--- src/rtl/alu_shl_result_stage.sv ---
// alu_shl_result_stage: DEPTH-entry result FIFO behind the shift-left ALU.
// Captures R/CF, derives ZF/NF at push time, and presents them over valid/ready.
// Ports: clk, rst (sync active-high); in_valid/in_r/in_cf/in_ready (shifter side);
// out_valid/out_r/out_cf/out_zf/out_nf/out_ready (consumer side); count (occupancy);
// clr_sticky/sticky_cf (accumulated carry).
// Optional feature: define ALU_SHL_RESULT_STICKY_CF_EN to enable sticky_cf; otherwise it reads 0.
module alu_shl_result_stage #(
  parameter int WIDTH = 5,
  parameter int DEPTH = 2
) (
  input  logic                       clk,
  input  logic                       rst,
  input  logic                       in_valid,
  input  logic [WIDTH-1:0]           in_r,
  input  logic                       in_cf,
  output logic                       in_ready,
  output logic                       out_valid,
  output logic [WIDTH-1:0]           out_r,
  output logic                       out_cf,
  output logic                       out_zf,
  output logic                       out_nf,
  input  logic                       out_ready,
  output logic [$clog2(DEPTH+1)-1:0] count,
  input  logic                       clr_sticky,
  output logic                       sticky_cf
);
  localparam int AW = $clog2(DEPTH);
  localparam int CW = $clog2(DEPTH+1);
  localparam int EW = WIDTH + 3;
  logic [EW-1:0] r_mem [DEPTH];
  logic [AW-1:0] r_wr, r_rd;
  logic [CW-1:0] r_count;
  logic          w_push, w_pop;
  logic [EW-1:0] w_head;
  assign in_ready  = r_count < CW'(DEPTH);
  assign out_valid = r_count != '0;
  assign w_push    = in_valid && in_ready;
  assign w_pop     = out_valid && out_ready;
  assign count     = r_count;
  // Entry layout: {R, CF, ZF, NF}; flags are frozen at capture.
  assign w_head = r_mem[r_rd];
  assign out_r  = out_valid ? w_head[EW-1:3] : '0;
  assign out_cf = out_valid && w_head[2];
  assign out_zf = out_valid && w_head[1];
  assign out_nf = out_valid && w_head[0];
  always_ff @(posedge clk) begin
    if (w_push) r_mem[r_wr] <= {in_r, in_cf, in_r == '0, in_r[WIDTH-1]};
  end
  // DEPTH is a power of two, so pointers wrap by natural overflow.
  always_ff @(posedge clk) begin
    if (rst) begin
      r_wr    <= '0;
      r_rd    <= '0;
      r_count <= '0;
    end else begin
      r_wr    <= w_push ? r_wr + 1'b1 : r_wr;
      r_rd    <= w_pop ? r_rd + 1'b1 : r_rd;
      r_count <= (w_push && !w_pop) ? r_count + 1'b1 :
                 (w_pop && !w_push) ? r_count - 1'b1 : r_count;
    end
  end
`ifdef ALU_SHL_RESULT_STICKY_CF_EN
  logic r_sticky;
  // A carry captured on the same edge as a clear takes priority.
  always_ff @(posedge clk) begin
    if (rst) r_sticky <= 1'b0;
    else     r_sticky <= (w_push && in_cf) ? 1'b1 : clr_sticky ? 1'b0 : r_sticky;
  end
  assign sticky_cf = r_sticky;
`else
  logic w_unused;
  assign w_unused  = clr_sticky;
  assign sticky_cf = 1'b0;
`endif
endmodule

--- config.mk ---
export PLATFORM = sky130hd
export DESIGN_NAME = alu_shl_result_stage
export DESIGN_NICKNAME = d
export VERILOG_FILES = /design/src/rtl/alu_shl_result_stage.sv
export SDC_FILE = /design/constraint.sdc
export NUM_CORES = 1
export LEC_CHECK = 0
export CORE_MARGIN = 2
export CORE_UTILIZATION = 42
export CTS_BUF_LIST = sky130_fd_sc_hd__clkbuf_4 sky130_fd_sc_hd__clkbuf_8
export DETAILED_ROUTE_END_ITERATION = 7
export GPL_ROUTABILITY_DRIVEN = 1
export PLACE_DENSITY = 0.76
export SLEW_MARGIN = 10
export SYNTH_ARGS = -nofsm -noshare
export SYNTH_HDL_FRONTEND = slang
export SYNTH_SLANG_ARGS = --single-unit
export TNS_END_PERCENT = 5
--- constraint.sdc ---
create_clock -name clk -period 1.35 [get_ports clk]
set_clock_uncertainty 0.05 [all_clocks]
set_input_delay 0.2025 -clock clk [delete_from_list [all_inputs] [get_ports clk]]
set_output_delay 0.2025 -clock clk [all_outputs]
set_load 0.02 [all_outputs]
Word level (Yosys, flattened, before mapping) --
Memories as Yosys holds them, arrays and structs flattened. A register that Yosys moved wholly into a read port is not among the register bits. Cells that the tools add are included.
Word-level totals: bits in registers 4, logic and storage cells 28, input bits 11, output and inout bits 13, memory bits (writable) 16, memories kept 1
Operators by class: reductions and logical operators 12, add/sub/neg operators 4, muxes and demuxes 7, order comparisons 1
Memory list:
- r_mem | words 2, bits a word 8, read ports 1, clocked after memory_dff 1, wr ports 1, line 30 | logic [EW-1:0] r_mem [DEPTH];
Operators with widths (count):
- 1-bit logical AND | 7
- 5-bit zero test | 1
- 5-bit two-way mux | 1
- 1-bit two-way mux | 4
- 2-bit two-way mux | 2
- 2-bit nonzero test | 2
- 1-bit adder (second input constant) | 2
- 2-bit by 1-bit adder with 2-bit output (second input constant) | 1
- 1-bit zero test | 2
- 2-bit < comparator (second input constant) | 1
- 2-bit by 1-bit subtractor with 2-bit output (second input constant) | 1

Logic depth before layout (Yosys ltp) --
Gate-level depths: netlist of run 1.
depth in word-level cells 6, gate-level depth with buffers 5, mapped depth without buffers 5

Least setup slack after synthesis of run 1 --
OpenSTA, ideal clock, no wires.
path type flip-flop to flip-flop, start point register r_count[1] (netlist: count[1]), end point register r_count[1] (netlist: count[1]), data required time 1230 ps, stages on the path, launching flop included 5, period minus slack after synthesis 1636 ps, setup time 70 ps, data arrival time 1516 ps, buffers on the path 0, path slack -286 ps, path through dfxtp_1 > and2b_1 > ha_1 > or3_1 > a21oi_1
On the way: longest elaborated chain between the ends 5, elaborated cells between the ends (all ways) 13, classes of those cells add/sub (2); order compare (1); mux (2); reduce/logical (8)
Ends and longest elaborated chain:
- start: declaration | line 32 | logic [CW-1:0] r_count;
- start signal: assignment | line 58 | r_count <= (w_push && !w_pop) ? r_count + 1'b1 :
- 2-bit < comparator * | line 35 | assign in_ready = r_count < CW'(DEPTH);
- 1-bit logical AND * | line 37 | assign w_push = in_valid && in_ready;
- net w_push | line 33 | logic w_push, w_pop;
- 1-bit zero test | line 59 | (w_pop && !w_push) ? r_count - 1'b1 : r_count;
- 1-bit logical AND | line 59
- 2-bit nonzero test (no line)
Mark *: on every way through the listed nets, which the timed path passes. The rest lies on a longest branch. The select of a mux whose other input is x is not followed. A chain may end at the register's enable or synchronous reset.

Worst setup path after layout of run 1 --
Same ends and word-level chain as after synthesis.

==> flow_summary_export.csv, run 1 <==
group,metric,value,unit
placement,placed_area,0.00111,mm2
floorplanning,fp.dieArea,0.00218,mm2
setup_path,reg2regPathDepth,6,
yosys,synth.lib_cells_used.distinct,18,
grt,initial_antenna_violation_count,0,
grt,grt_overflow_total,0,
floorplanning,ioPinCount,24,
grt,track_usage,14.3,%
hold_path,whs_endpoint,"r_mem[0][2]",
route,detail_route.vias_per_cell,4.43,
grt,grt_pass1_vias,516,
setup_path,r2r_end,"count[1]",
yosys,synthesized_area_fraction_occupied_by_ao_oa_aoi_and_oai_cells,1.96,%
route,route.final.wire_length,1340,um
final_layout,ratio_of_cells_with_drive_above_1_in_the_final_layout,38.7,%
sta,hold_viol,0,
clock_network,cts-htree-levels,1,
yosys,count_of_warnings_emitted_by_yosys,0,
route,route.vias.total,523,
status,outcome,"complete, but fails checks",
route,detail_route.iter0.violations,6,
route,remaining_drc_errors,0,
yosys,yosys_register_bits,19,
sta,worst_setup_margin,-209,ps
final_layout,flow.area_growth_from_synthesis,47.0,%
grt,pin_count_of_the_biggest_net_entering_global_routing,12,
hold_path,hold_depth,1,
sta,fin_crit,1560,ps
sta,finalSetupTns,-1920,ps
yosys,synth_fa_ha_area_share,1.63,%
yosys,net_count_of_the_mapped_netlist,70,
hold_path,holdCritStartpoint,"in_cf",
placement,buffer_ports.inserted,21,
final_layout,final_net_count,106,
clock_network,holdBufCountCts,0,
clock_network,cts.root.buffer_cell,"sky130_fd_sc_hd__clkbuf_4",
floorplanning,start_util,44.4,%
setup_path,timing.critical_path.fanout_max,6,
setup_path,end_kind,"flip-flop",
setup_path,r2r-start,"count[1]",
clock_network,clk_latency,300,ps
pwr,cellLeakagePower,0.000461,uW
yosys,synth.mux.area_fraction,9.14,%
floorplanning,chipHeight,46.7,um
setup_path,critical_path.startpoint_type,"flip-flop",
sta,maxSlewViolCount,0,
placement,finalWeightedCongestion,0.770,
sta,finalSetupViolations,27,
route,drt_first_pass_iters,2,
final_layout,final-instance-count-excl-fill,118,
yosys,synth_area_per_cell,13.2,um2
final_layout,final_cell_mix,"14 x sky130_fd_sc_hd__edfxtp_1, 12 x sky130_fd_sc_hd__nor2_1, 11 x sky130_fd_sc_hd__buf_4",
clock_network,number_of_clock_buffers_inserted_by_tritoncts,3,
final_layout,diodes,0,
clock_network,tritoncts,"done",
sta,rsz0062_at_grt,"true",
route,final_antenna_net_count,0,
placement,placed_cells,114,
clock_network,clkSlewWorstSetupHoldPaths,110,ps
run,max_cap_violations,0,
yosys,post_synth_and_or_nand_nor_area_fraction,10.8,%
yosys,yosysSeqAreaShare,67.9,%
pwr,design_power_total,2270,uW
clock_network,max-clock-path-buffers,2,
final_layout,final_core_util,65.3,%
yosys,synthCells,58,
setup_path,critPathKind,"flip-flop to flip-flop",
floorplanning,num_rows,15,
yosys,yosys.area_share.xor_xnor,4.57,%
sta,max_freq,641,MHz
final_layout,mostFrequentLayoutCell,"sky130_fd_sc_hd__edfxtp_1",
pwr,max-vdd-ir-drop,1.35,mV
final_layout,fillerInstances,148,
setup_path,required_time_of_the_critical_path,1540,ps
pwr,power_density,2010,mW/mm2
sta,min_period_over_period,116,%
setup_path,timing.reg2reg.setup_slack,-210,ps
clock_network,numClockSinks,19,
hold_path,worst_hold_path_type,"input pin to flip-flop",
route,drt-wirelength-per-cell,11.3,um
placement,dpl.hpwl,1060,um
yosys,synth_top_family_by_area,"simple AND/OR/NAND/NOR gates",
setup_path,critPathArrivalTime,1750,ps
status,violations,"setup timing",
final_layout,postLayoutCellArea,0.00113,mm2
grt,global_route_wire_length_before_repair,2130,um
floorplanning,core-area,0.00173,mm2
yosys,post_synth_instance_area,767,um2
floorplanning,width_of_the_die,46.7,um
## critical path: stages (launching register included)
cell	delay (ps)
sky130_fd_sc_hd__dfxtp_4	380
sky130_fd_sc_hd__buf_6	110
sky130_fd_sc_hd__and2b_2	240
sky130_fd_sc_hd__ha_4	150
sky130_fd_sc_hd__xor2_1	140
sky130_fd_sc_hd__or3_1	320
sky130_fd_sc_hd__a21oi_2	110
## cells by family (layout without fill, tap and decap cells)
group | after synthesis | count (layout)
buffers and inverters | 5 | 40
muxes | 7 | 7
DFF | 19 | 19
adders and majority gates | 1 | 1
xor gates and xnor gates | 4 | 4
AOI/OAI and AO/OA | 3 | 3
other | 1 | 1
and+or+nand+nor | 18 | 18
## sequential cells by signal (all words and copies together), names as in the netlist, named ones only
| signal | cells |
|---|---|
| r_rd | 1 |
| r_mem | 14 |
| count | 2 |
| r_wr | 1 |
## stage by stage
| stage | hold slack (ps) | setup WS [ps] |
|---|---|---|
| 2_1_floorplan | 212 | -110 |
| 3_3_place_gp | 441 | -327 |
| 3_5_place_dp | 474 | -340 |
| 4_1_cts | 432 | -206 |
| 5_1_grt | 427 | -278 |
| 6_report | 435 | -209 |
## worst max-delay path by stage
stage | startpoint | end
floorplan | count[1] | count[1]
global placement | count[1] | out_nf
detailed placement | count[1] | out_nf
CTS | count[1] | count[1]
global route | count[1] | count[1]
finish | count[1] | count[1]
## power by group
part	internal, uW	switching (uW)	total [uW]	leakage (uW)
Combinational	522	604	1130	0.000269
Clock	110	177	288	0.0000177
Sequential	780	72.2	852	0.000174
## timing repair
item | CTS | global route
setup endpoints to repair | 28 | 28
gates resized for setup | 44 | 8
setup buffers | 0 | 0
## metal layers
metal	routed length [um]	track usage, %	vias to the layer above	part of all wire, %
met5	0	0	-	0
met4	23	9.44	0	1.7
met3	41	2.69	3	3.1
met2	709	23.3	12	53
met1	562	17.3	240	42
li1	-	-	268	-
## cells in the mapped netlist
master                     instances  area (um2)
sky130_fd_sc_hd__and2b_1           1        7.51
sky130_fd_sc_hd__conb_1            1        3.75
sky130_fd_sc_hd__nor2b_1           1        6.26
sky130_fd_sc_hd__inv_1             2        7.51
sky130_fd_sc_hd__xnor2_1           1        8.76
sky130_fd_sc_hd__ha_1              1        12.5
sky130_fd_sc_hd__buf_4             2        15.0
sky130_fd_sc_hd__dfxtp_1           5         100
sky130_fd_sc_hd__buf_2             1        5.00
sky130_fd_sc_hd__edfxtp_1         14         420
sky130_fd_sc_hd__or3_1             1        6.26
sky130_fd_sc_hd__xor2_1            3        26.3
sky130_fd_sc_hd__o21ai_0           2        10.0
sky130_fd_sc_hd__or4_1             1        7.51
sky130_fd_sc_hd__nor2_1           13        48.8
sky130_fd_sc_hd__and2_1            1        6.26
sky130_fd_sc_hd__mux2i_1           7        70.1
sky130_fd_sc_hd__a21oi_1           1        5.00
## final cells by class
class,instances,area [um2],area share [%]
flip-flops and latches,19,529,46.9
inverters,2,7.51,0.666
multi-input cells,34,258,22.9
clock inverters,1,5.00,0.444
repair buffers,34,274,24.3
clock buffers,3,22.5,2.00
well taps,25,31.3,2.77
Note: power is estimated with default switching activity, not from simulation.
==> run 2: changes to the inputs <==
Settings changed: CAP_MARGIN from default to 20.
==> results of run 2 <==
No change in the layout: final DEF, timing and power equal those of run 1.
